===== src/rtl/edge_event_arbiter_pkg.sv =====
// Shared types and the round-robin selection helper for edge_event_arbiter.
package edge_event_arbiter_pkg;

    localparam int MAX_CH = 16;

    typedef enum logic [1:0] {
        SEL_OFF  = 2'b00,
        SEL_RISE = 2'b01,
        SEL_FALL = 2'b10,
        SEL_BOTH = 2'b11
    } edge_sel_t;

    typedef enum logic [0:0] {
        ST_IDLE  = 1'b0,
        ST_OFFER = 1'b1
    } fsm_t;

    // First set bit of pending, searching from pointer+1 upward and wrapping at num_ch.
    function automatic logic [3:0] rr_pick(input logic [MAX_CH-1:0] pending,
                                           input logic [3:0]        pointer,
                                           input logic [4:0]        num_ch);
        logic [3:0] pick;
        logic       found;
        logic [4:0] idx;
        pick  = pointer;
        found = 1'b0;
        for (int k = 1; k <= MAX_CH; k++) begin
            idx = 5'(({1'b0, pointer} + 5'(k)) % num_ch);
            if (!found && (5'(k) <= num_ch) && pending[idx[3:0]]) begin
                pick  = idx[3:0];
                found = 1'b1;
            end
        end
        return pick;
    endfunction

endpackage


===== src/rtl/edge_event_arbiter_edge_det.sv =====
// Two-stage follower producing single-cycle rise/fall strobes for one event line.
module edge_event_arbiter_edge_det (
    input  logic CLK,
    input  logic RSTN,
    input  logic sample_i,
    output logic rise_o,
    output logic fall_o
);

    logic [1:0] fol_q;
    logic [1:0] fol_d;

    // Shift the new sample into bit 0, previous sample into bit 1
    always_comb begin
        fol_d = {fol_q[0], sample_i};
    end

    // Follower register; clears to 00 so a line high at reset release yields one rise
    always_ff @(posedge CLK) begin
        if (!RSTN) begin
            fol_q <= 2'b00;
        end else begin
            fol_q <= fol_d;
        end
    end

    assign rise_o = (fol_q == 2'b01);
    assign fall_o = (fol_q == 2'b10);

endmodule


===== src/rtl/edge_event_arbiter.sv =====
// Per-channel edge capture with round-robin sharing of one valid/ready event port.
// Optional event timestamps: define EDGE_EVENT_ARBITER_TIMESTAMP_EN.
module edge_event_arbiter
    import edge_event_arbiter_pkg::*;
#(
    parameter int NUM_CH = 4,
    parameter int CH_W   = $clog2(NUM_CH),
    parameter int TS_W   = 16
) (
    input  logic                CLK,
    input  logic                RSTN,
    input  logic [NUM_CH-1:0]   SAMPLE_IN,
    input  logic [2*NUM_CH-1:0] EDGE_SEL,
    output logic                EVT_VALID,
    input  logic                EVT_READY,
    output logic [CH_W-1:0]     EVT_ID,
    output logic                EVT_RISE,
    output logic [NUM_CH-1:0]   PENDING,
    output logic [NUM_CH-1:0]   OVF,
    input  logic [NUM_CH-1:0]   OVF_CLR
`ifdef EDGE_EVENT_ARBITER_TIMESTAMP_EN
    ,
    output logic [TS_W-1:0]     EVT_TS
`endif
);

    logic [NUM_CH-1:0] rise_s;
    logic [NUM_CH-1:0] fall_s;
    logic [NUM_CH-1:0] hit_s;
    logic [NUM_CH-1:0] set_s;
    logic [NUM_CH-1:0] ovf_set_s;
    logic              accept_s;
    logic [CH_W-1:0]   pick_s;

    logic [NUM_CH-1:0] pend_q, pend_d;
    logic [NUM_CH-1:0] pol_q, pol_d;
    logic [NUM_CH-1:0] ovf_q, ovf_d;
    fsm_t              state_q, state_d;
    logic              valid_q, valid_d;
    logic [CH_W-1:0]   id_q, id_d;
    logic              rise_q, rise_d;
    logic [CH_W-1:0]   ptr_q, ptr_d;

    for (genvar g = 0; g < NUM_CH; g++) begin : g_det
        edge_event_arbiter_edge_det u_det (
            .CLK      (CLK),
            .RSTN     (RSTN),
            .sample_i (SAMPLE_IN[g]),
            .rise_o   (rise_s[g]),
            .fall_o   (fall_s[g])
        );
    end

    // Qualify detector strobes with the per-channel edge mode
    always_comb begin
        hit_s = '0;
        for (int i = 0; i < NUM_CH; i++) begin
            case (edge_sel_t'(EDGE_SEL[2*i +: 2]))
                SEL_RISE: hit_s[i] = rise_s[i];
                SEL_FALL: hit_s[i] = fall_s[i];
                SEL_BOTH: hit_s[i] = rise_s[i] | fall_s[i];
                default:  hit_s[i] = 1'b0;
            endcase
        end
    end

    assign accept_s = (state_q == ST_OFFER) && EVT_READY;

    // Pending/polarity/overflow update; a hit on the channel being accepted re-arms it
    always_comb begin
        pend_d    = pend_q;
        pol_d     = pol_q;
        set_s     = '0;
        ovf_set_s = '0;
        for (int i = 0; i < NUM_CH; i++) begin
            if (hit_s[i] && (!pend_q[i] || (accept_s && (id_q == CH_W'(i))))) begin
                pend_d[i] = 1'b1;
                pol_d[i]  = rise_s[i];
                set_s[i]  = 1'b1;
            end else if (hit_s[i]) begin
                ovf_set_s[i] = 1'b1;
            end else if (accept_s && (id_q == CH_W'(i))) begin
                pend_d[i] = 1'b0;
            end else begin
                pend_d[i] = pend_q[i];
            end
        end
        ovf_d = (ovf_q & ~OVF_CLR) | ovf_set_s;
    end

    assign pick_s = CH_W'(rr_pick(MAX_CH'(pend_q), 4'(ptr_q), 5'(NUM_CH)));

`ifdef EDGE_EVENT_ARBITER_TIMESTAMP_EN
    logic [TS_W-1:0] ts_cnt_q;
    logic [TS_W-1:0] ts_q [NUM_CH];
    logic [TS_W-1:0] evt_ts_q, evt_ts_d;

    // Free-running counter and capture of its value when a channel goes pending
    always_ff @(posedge CLK) begin
        if (!RSTN) begin
            ts_cnt_q <= '0;
            for (int i = 0; i < NUM_CH; i++) begin
                ts_q[i] <= '0;
            end
        end else begin
            ts_cnt_q <= ts_cnt_q + TS_W'(1);
            for (int i = 0; i < NUM_CH; i++) begin
                if (set_s[i]) begin
                    ts_q[i] <= ts_cnt_q;
                end else begin
                    ts_q[i] <= ts_q[i];
                end
            end
        end
    end

    // Timestamp travels with the offered ID and is frozen during OFFER
    always_comb begin
        evt_ts_d = evt_ts_q;
        if ((state_q == ST_IDLE) && (|pend_q)) begin
            evt_ts_d = ts_q[pick_s];
        end else begin
            evt_ts_d = evt_ts_q;
        end
    end

    always_ff @(posedge CLK) begin
        if (!RSTN) begin
            evt_ts_q <= '0;
        end else begin
            evt_ts_q <= evt_ts_d;
        end
    end

    assign EVT_TS = evt_ts_q;
`else
    logic unused_set_s;
    assign unused_set_s = ^set_s;
`endif

    // Offer FSM: one idle cycle between offers, outputs frozen while waiting for ready
    always_comb begin
        state_d = state_q;
        valid_d = valid_q;
        id_d    = id_q;
        rise_d  = rise_q;
        ptr_d   = ptr_q;
        case (state_q)
            ST_IDLE: begin
                if (|pend_q) begin
                    id_d    = pick_s;
                    rise_d  = pol_q[pick_s];
                    valid_d = 1'b1;
                    state_d = ST_OFFER;
                end else begin
                    valid_d = 1'b0;
                    state_d = ST_IDLE;
                end
            end
            ST_OFFER: begin
                if (EVT_READY) begin
                    ptr_d   = id_q;
                    valid_d = 1'b0;
                    state_d = ST_IDLE;
                end else begin
                    valid_d = 1'b1;
                    state_d = ST_OFFER;
                end
            end
            default: begin
                valid_d = 1'b0;
                state_d = ST_IDLE;
            end
        endcase
    end

    // State registers; pointer resets to the last channel so channel 0 wins first
    always_ff @(posedge CLK) begin
        if (!RSTN) begin
            pend_q  <= '0;
            pol_q   <= '0;
            ovf_q   <= '0;
            state_q <= ST_IDLE;
            valid_q <= 1'b0;
            id_q    <= '0;
            rise_q  <= 1'b0;
            ptr_q   <= CH_W'(NUM_CH - 1);
        end else begin
            pend_q  <= pend_d;
            pol_q   <= pol_d;
            ovf_q   <= ovf_d;
            state_q <= state_d;
            valid_q <= valid_d;
            id_q    <= id_d;
            rise_q  <= rise_d;
            ptr_q   <= ptr_d;
        end
    end

    assign EVT_VALID = valid_q;
    assign EVT_ID    = id_q;
    assign EVT_RISE  = rise_q;
    assign PENDING   = pend_q;
    assign OVF       = ovf_q;

endmodule


===== config.mk =====
export PLATFORM = sky130hd
export DESIGN_NAME = edge_event_arbiter
export DESIGN_NICKNAME = d
export VERILOG_FILES = /design/src/rtl/edge_event_arbiter_pkg.sv /design/src/rtl/edge_event_arbiter_edge_det.sv /design/src/rtl/edge_event_arbiter.sv
export SDC_FILE = /design/constraint.sdc
export NUM_CORES = 1
export LEC_CHECK = 0
export CORE_AREA = 2 2 51 58
export CTS_CLUSTER_DIAMETER = 50
export DETAILED_ROUTE_END_ITERATION = 8
export DIE_AREA = 0 0 53 60
export PLACE_DENSITY = 0.87
export SYNTH_ARGS = -nofsm -noshare
export SYNTH_HDL_FRONTEND = slang
export SYNTH_SLANG_ARGS = --single-unit

===== constraint.sdc =====
create_clock -name CLK -period 2.3 [get_ports CLK]
set_input_delay 0.345 -clock CLK [delete_from_list [all_inputs] [get_ports CLK]]
set_output_delay 0.345 -clock CLK [all_outputs]
set_load 0.01 [all_outputs]

==> run_results.csv, run 1 <==
group,metric,value,unit
clock_tree,number_of_buffers_inserted_during_clock_tree_synthesis,3,
floorplanning,fp.dieW,53,um
setup_path,regToRegStartpoint,"ptr_q[1]",
global_routing,grtUsageTotal,0.177,
synthesis,postSynthRegisterBits,26,
finish,stdcell_count,206,
timing,worst_case_clock_skew,0.000781,ns
timing,timing.final.hold_violations,0,
setup_path,worst-setup-path-type,"reg2reg",
clock_tree,clock_sinks,26,
routing,dr_wl_met2,1.26,mm
power_and_ir_drop,pwr-share-comb,0.217,
placed_design,routabilityCongestion,0.854,
setup_path,reg2reg_slack,0.55,ns
setup_path,launching_element_type_of_the_critical_path,"register",
run_status,run_status,"complete, no violations",
global_routing,grt-ovfl-total,0,
floorplanning,floorplan.die_area,3180,um2
floorplanning,top_level_pins,31,
clock_tree,insertion_delay,0.31,ns
timing,fin_tns_setup,0,ns
synthesis,sequential_area_share_after_synthesis,0.405,
timing,max_clock_freq,0.571,GHz
synthesis,synth_warnings,0,
synthesis,mappedNetlistArea,1280,um2
min_path,worst_hold_path.num_cells,2,
global_routing,antenna_found_initial,0,
run,max-cap-violations,0,
clock_tree,ctsResizeCount,0,
routing,drt_first_pass_iters,4,
synthesis,post-synth-top-area-cell,"sky130_fd_sc_hd__dfxtp_1",
routing,drt_iter0_markers,7,
power_and_ir_drop,p_leak,0.665,nW
global_routing,grt_start_max_net_pins,27,
setup_path,cp-end-kind,"register",
clock_tree,clk_root_buffer_cell,"sky130_fd_sc_hd__clkbuf_4",
power_and_ir_drop,ir_worst_vdd,0.413,mV
synthesis,postSynthCellCount,142,
floorplanning,die_h,60,um
global_routing,global_route_wire_length_before_repair,4.21,mm
finish,layout.cells.most_common,"sky130_fd_sc_hd__clkdlybuf4s50_1",
finish,drive_above_1_share,0.0520,
timing,slew-limit-headroom,0.523,
placed_design,placed_cells,202,
setup_path,critPathArrivalTime,1.96,ns
power_and_ir_drop,p_int,692,uW
timing,setup_repair_after_global_routing_missed_its_margin,"false",
finish,antenna_cells_inserted,0,
finish,final_util,0.627,
timing,min_period,1.75,ns
setup_path,cp_data_required_time,2.51,ns
synthesis,mappedNetlistNets,169,
power_and_ir_drop,power_per_cell_area,575,nW/um2
min_path,min-delay-start,"ptr_q[0]",
timing,finalCritPeriodShare,0.762,
routing,top_layer_used,"met4",
routing,routed_length_per_placed_instance,11.7,um
placed_design,io_buffer_count,30,
min_path,holdPathEnd,"ptr_q[0]",
routing,ant_nets,0,
finish,fin_nets,201,
setup_path,worst_reg2reg_path_length_in_cells,4,
floorplanning,core_area,2630,um2
setup_path,crit_path_max_fanout,8,
clock_tree,postCtsHoldBufs,0,
placed_design,dp_hpwl,1.87,mm
clock_tree,cts_tree,"yes",
min_path,timing.hold.worst.class,"reg2reg",
synthesis,avgSynthCellArea,9.04,um2
routing,avgViaCountPerCell,5.09,
synthesis,post-synth-top-area-fraction,0.405,
routing,num_vias,1048,
synthesis,synth_area_leaders,"sky130_fd_sc_hd__dfxtp_1 (41%), sky130_fd_sc_hd__ha_1 (7.8%), sky130_fd_sc_hd__and2_1 (5.8%)",
routing,wl_met1,1.04,mm
setup_path,regToRegEndpoint,"EVT_RISE",
timing,total_count_of_max_transition_violations_in_the_final_report,0,
clock_tree,cts.repair_timing.setup_buffer_count,0,
floorplanning,floorplan.rows,20,
clock_tree,worst_setup_hold_path_clk_slew,0.13,ns
power_and_ir_drop,clkPwrFrac,0.240,
clock_tree,h-tree-depth,1,
timing,finalSetupViolCount,0,
power_and_ir_drop,power.sequential.fraction,0.544,
finish,syn_to_final_growth,28.3,%
power_and_ir_drop,netSwitchingFraction,0.269,
routing,routed-wl-met3,71,um
timing,worst_slew_pin_slew,0.713,ns
clock_tree,clk_path_buf_depth,2,
routing,drcViolationCount,0,
finish,top_library_cells_by_usage_in_the_layout_fill_and_taps_aside,"sky130_fd_sc_hd__clkdlybuf4s50_1 (30), sky130_fd_sc_hd__dfxtp_1 (26), sky130_fd_sc_hd__inv_1 (19)",
floorplanning,initial_core_utilization,0.489,
power_and_ir_drop,switching_power_total,255,uW
global_routing,grt_pass1_vias,1005,
routing,drt_wl_total,2.40,mm
synthesis,synth_unique_cells,32,
-- sequential cells by signal (all words and copies together) (netlist names) --
name               count
EVT_ID                 2
OVF                    4
EVT_RISE               1
EVT_VALID              1
ptr_q                  2
PENDING                4
pol_q                  4
g_det.u_det.fol_q      8
-- per-layer routing --
layer,vias to the layer above,global-route usage
met5,-,0
met4,0,0.0879
met3,4,0.0250
met2,21,0.311
met1,485,0.207
li1,538,-
-- kinds of logic after synthesis --
family | Yosys count | share of synthesized area
AOI/OAI and AO/OA | 30 | 0.169
DFF | 26 | 0.405
and+or+nand+nor | 47 | 0.209
muxes | 8 | 0.0663
adders and majority gates | 8 | 0.0780
buffers and inverters | 23 | 0.0731
-- worst max-delay path: stages, from the launching register on --
cell and delay, ns:
sky130_fd_sc_hd__dfxtp_1 0.51, sky130_fd_sc_hd__mux2_4 0.35, sky130_fd_sc_hd__a221oi_4 0.36, sky130_fd_sc_hd__mux2i_1 0.29
sky130_fd_sc_hd__o221ai_2 0.13
-- final cells by class --
class	count	area (um2)
fillers	228	981
multi-input cells	93	669
flip-flops and latches	26	520
repair buffers	31	308
inverters	19	71.3
well taps	33	41.3
clock buffers	4	36.3
-- how the worst max path moves through the flow --
stage / from / to / slack [ns] / cells after the start
2_1_floorplan: ptr_q[1] / EVT_RISE / 0.77 / 5
3_3_place_gp: EVT_READY / pol_q[3] / 0.48 / 6
3_5_place_dp: EVT_READY / pol_q[3] / 0.37 / 6
4_1_cts: ptr_q[1] / EVT_RISE / 0.54 / 4
5_1_grt: ptr_q[1] / EVT_RISE / 0.46 / 4
6_report: ptr_q[1] / EVT_RISE / 0.55 / 4
-- stage by stage --
stage / area (um2) / setup slack [ns] / hold WS [ns] / power [mW]
floorplan: 1280 / 0.765 / 0.452 / 0.640
global placement: 1610 / 0.480 / 0.468 / 0.721
detailed placement: 1610 / 0.371 / 0.479 / 0.731
CTS: 1650 / 0.542 / 0.499 / 0.953
global route: 1650 / 0.464 / 0.524 / 1.00
finish: 1650 / 0.547 / 0.499 / 0.947
-- synth_stat cells --
master,n
sky130_fd_sc_hd__o22ai_1,4
sky130_fd_sc_hd__and3_1,1
sky130_fd_sc_hd__mux2_4,1
sky130_fd_sc_hd__a221oi_4,1
sky130_fd_sc_hd__ha_1,8
sky130_fd_sc_hd__nor2_1,4
sky130_fd_sc_hd__nor2b_1,10
sky130_fd_sc_hd__inv_1,19
sky130_fd_sc_hd__a21oi_1,6
sky130_fd_sc_hd__mux2i_1,7
sky130_fd_sc_hd__and3b_2,1
sky130_fd_sc_hd__nand3b_1,4
sky130_fd_sc_hd__o21ai_1,3
sky130_fd_sc_hd__a21boi_1,2
sky130_fd_sc_hd__nand3_1,5
sky130_fd_sc_hd__o211a_1,1
sky130_fd_sc_hd__a211oi_1,1
sky130_fd_sc_hd__o221ai_2,1
sky130_fd_sc_hd__clkbuf_1,3
sky130_fd_sc_hd__o21ai_0,4
sky130_fd_sc_hd__o31a_1,1
sky130_fd_sc_hd__nand2_1,7
sky130_fd_sc_hd__nor3_1,1
sky130_fd_sc_hd__o211ai_1,1
sky130_fd_sc_hd__nand2b_1,1
sky130_fd_sc_hd__nor4_1,1
sky130_fd_sc_hd__and2_1,12
sky130_fd_sc_hd__a31oi_1,1
sky130_fd_sc_hd__buf_6,1
sky130_fd_sc_hd__a21boi_0,3
sky130_fd_sc_hd__dfxtp_1,26
sky130_fd_sc_hd__o21a_1,1
-- power by group through the flow --
stage	combinational, mW	sequential (mW)	clock (mW)
floorplan	0.119	0.521	0
CTS	0.208	0.514	0.231
finish	0.205	0.515	0.227
global route	0.228	0.521	0.251
detailed placement	0.207	0.524	0
global placement	0.199	0.522	0
Power figures use the tool's default switching activity.
==> run 2, diff against run 1 <==
- CORE_AREA: 2 2 51 58 -> 2 2 55 62
- DIE_AREA: 0 0 53 60 -> 0 0 57 64
- PLACE_DENSITY: 0.87 -> 0.8
- clock period: 2.3 -> 1.4 ns (I/O delays scaled with it)
==> run_results.csv, run 2 (synthesis results as in run 1) <==
group,metric,value,unit
timing,worst_slew_pin_slew,0.347,ns
power_and_ir_drop,p_leak,0.814,nW
routing,avgViaCountPerCell,5.18,
timing,max_clock_freq,0.623,GHz
power_and_ir_drop,power_per_cell_area,950,nW/um2
setup_path,critPathArrivalTime,1.82,ns
finish,fill_cells,244,
routing,drt_wl_total,3.01,mm
routing,drcViolationCount,0,
run_status,run_status,"complete, but fails checks",
power_and_ir_drop,report.power.total,1.81,mW
finish,antenna_cells_inserted,0,
routing,drt_first_pass_iters,4,
timing,slew-limit-headroom,0.768,
clock_tree,clock_sinks,26,
floorplanning,initial_core_utilization,0.429,
floorplanning,top_level_pins,31,
timing,timing.final.hold_violations,0,
floorplanning,fp.dieW,57,um
floorplanning,floorplan.rows,21,
finish,stdcell_count,223,
placed_design,placed_cells,214,
timing,fin_tns_setup,-0.289,ns
routing,num_vias,1155,
placed_design,placement.cell_area,1710,um2
global_routing,grtUsageTotal,0.166,
placed_design,pre_cts_slack,-0.311,ns
finish,syn_to_final_growth,48.2,%
placed_design,io_buffer_count,30,
floorplanning,core_area,3000,um2
clock_tree,clk_root_buffer_cell,"sky130_fd_sc_hd__clkbuf_4",
clock_tree,h-tree-depth,1,
setup_path,crit_path_max_fanout,3,
run_status,violations,"negative setup slack",
finish,fin_nets,217,
clock_tree,number_of_buffers_inserted_during_clock_tree_synthesis,3,
global_routing,antenna_found_initial,0,
clock_tree,cts_tree,"yes",
clock_tree,insertion_delay,0.32,ns
routing,routed_length_per_placed_instance,13.5,um
timing,min_period,1.60,ns
timing,worst_slack,-0.204,ns
routing,drt_iter0_markers,27,
setup_path,cp_data_required_time,1.62,ns
finish,drive_above_1_share,0.291,
clock_tree,clk_path_buf_depth,2,
setup_path,cp-end-kind,"register",
min_path,timing.hold.worst.class,"in2reg",
floorplanning,die_h,64,um
floorplanning,floorplan.die_area,3650,um2
clock_tree,worst_setup_hold_path_clk_slew,0.15,ns
setup_path,launching_element_type_of_the_critical_path,"register",
routing,ant_nets,0,
timing,worst_case_clock_skew,0.00769,ns
placed_design,dp_hpwl,2.13,mm
timing,setup_repair_after_global_routing_missed_its_margin,"true",
timing,finalSetupViolCount,2,
global_routing,global_route_wire_length_before_repair,4.81,mm
global_routing,grt_pass1_vias,1156,
finish,top_library_cells_by_usage_in_the_layout_fill_and_taps_aside,"sky130_fd_sc_hd__clkdlybuf4s50_1 (19), sky130_fd_sc_hd__inv_1 (16), sky130_fd_sc_hd__buf_4 (16)",
finish,largest_register_ffs,8,
finish,largest_register,"g_det.u_det.fol_q",
power_and_ir_drop,ir_worst_vdd,0.606,mV
global_routing,grt_start_max_net_pins,29,
finish,fin_area,1900,um2
timing,finalCritPeriodShare,1.15,
placed_design,routabilityCongestion,0.747,
finish,layout.cells.most_common,"sky130_fd_sc_hd__clkdlybuf4s50_1",
global_routing,grt-ovfl-total,0,
timing,total_count_of_max_transition_violations_in_the_final_report,0,
setup_path,worst-setup-path-type,"reg2reg",
run,max-cap-violations,0,
[run 2: layout make-up]
class,count,area [um2],share of cell area
clock inverters,1,30.0,0.0158
well taps,34,42.5,0.0224
repair buffers,47,427,0.224
inverters,19,71.3,0.0375
multi-input cells,93,768,0.404
flip-flops and latches,26,542,0.285
clock buffers,3,22.5,0.0118
[run 2: per-stage QoR]
stage | utilization | hold slack [ns]
floorplan | - | 0.337
global placement | 0.570 | 0.467
detailed placement | 0.570 | 0.482
CTS | 0.604 | 0.432
global route | 0.635 | 0.429
finish | 0.635 | 0.441
[run 2: critical path, stage by stage, from the launching register on]
cell and delay, ns:
sky130_fd_sc_hd__dfxtp_2 0.36, sky130_fd_sc_hd__mux2_4 0.31, sky130_fd_sc_hd__a221oi_4 0.38, sky130_fd_sc_hd__mux2i_1 0.33, sky130_fd_sc_hd__o221ai_2 0.12
[run 2: worst paths after layout]
check | startpoint | slack (ns) | endpoint | depth (start not counted)
worst max-delay path | ptr_q[1] | -0.20 | EVT_RISE | 4
worst min-delay path | SAMPLE_IN[0] | 0.44 | g_det[0].u_det.fol_q[0] | 2
worst max register to register | ptr_q[1] | -0.20 | EVT_RISE | 4
worst min register to register | pol_q[2] | 0.51 | pol_q[2] | 2
[run 2: power breakdown]
part	switching, mW	total [mW]	internal, mW
Clock	0.231	0.520	0.289
Combinational	0.199	0.446	0.247
Sequential	0.0463	0.841	0.795
[run 2: per-layer routing]
layer	up-vias	part of all wire	wire length, um	global-route usage
li1	574	-	-	-
met1	539	0.40	1210	0.179
met2	32	0.52	1570	0.295
met3	10	0.038	115	0.0263
met4	0	0.037	111	0.105
met5	-	0	0	0
[run 2: what timing repair did]
action,CTS,global route
buffers inserted,4,1
hold buffers,0,0
endpoints found under the setup margin,17,11
resized for setup,26,19
pin swaps,5,11
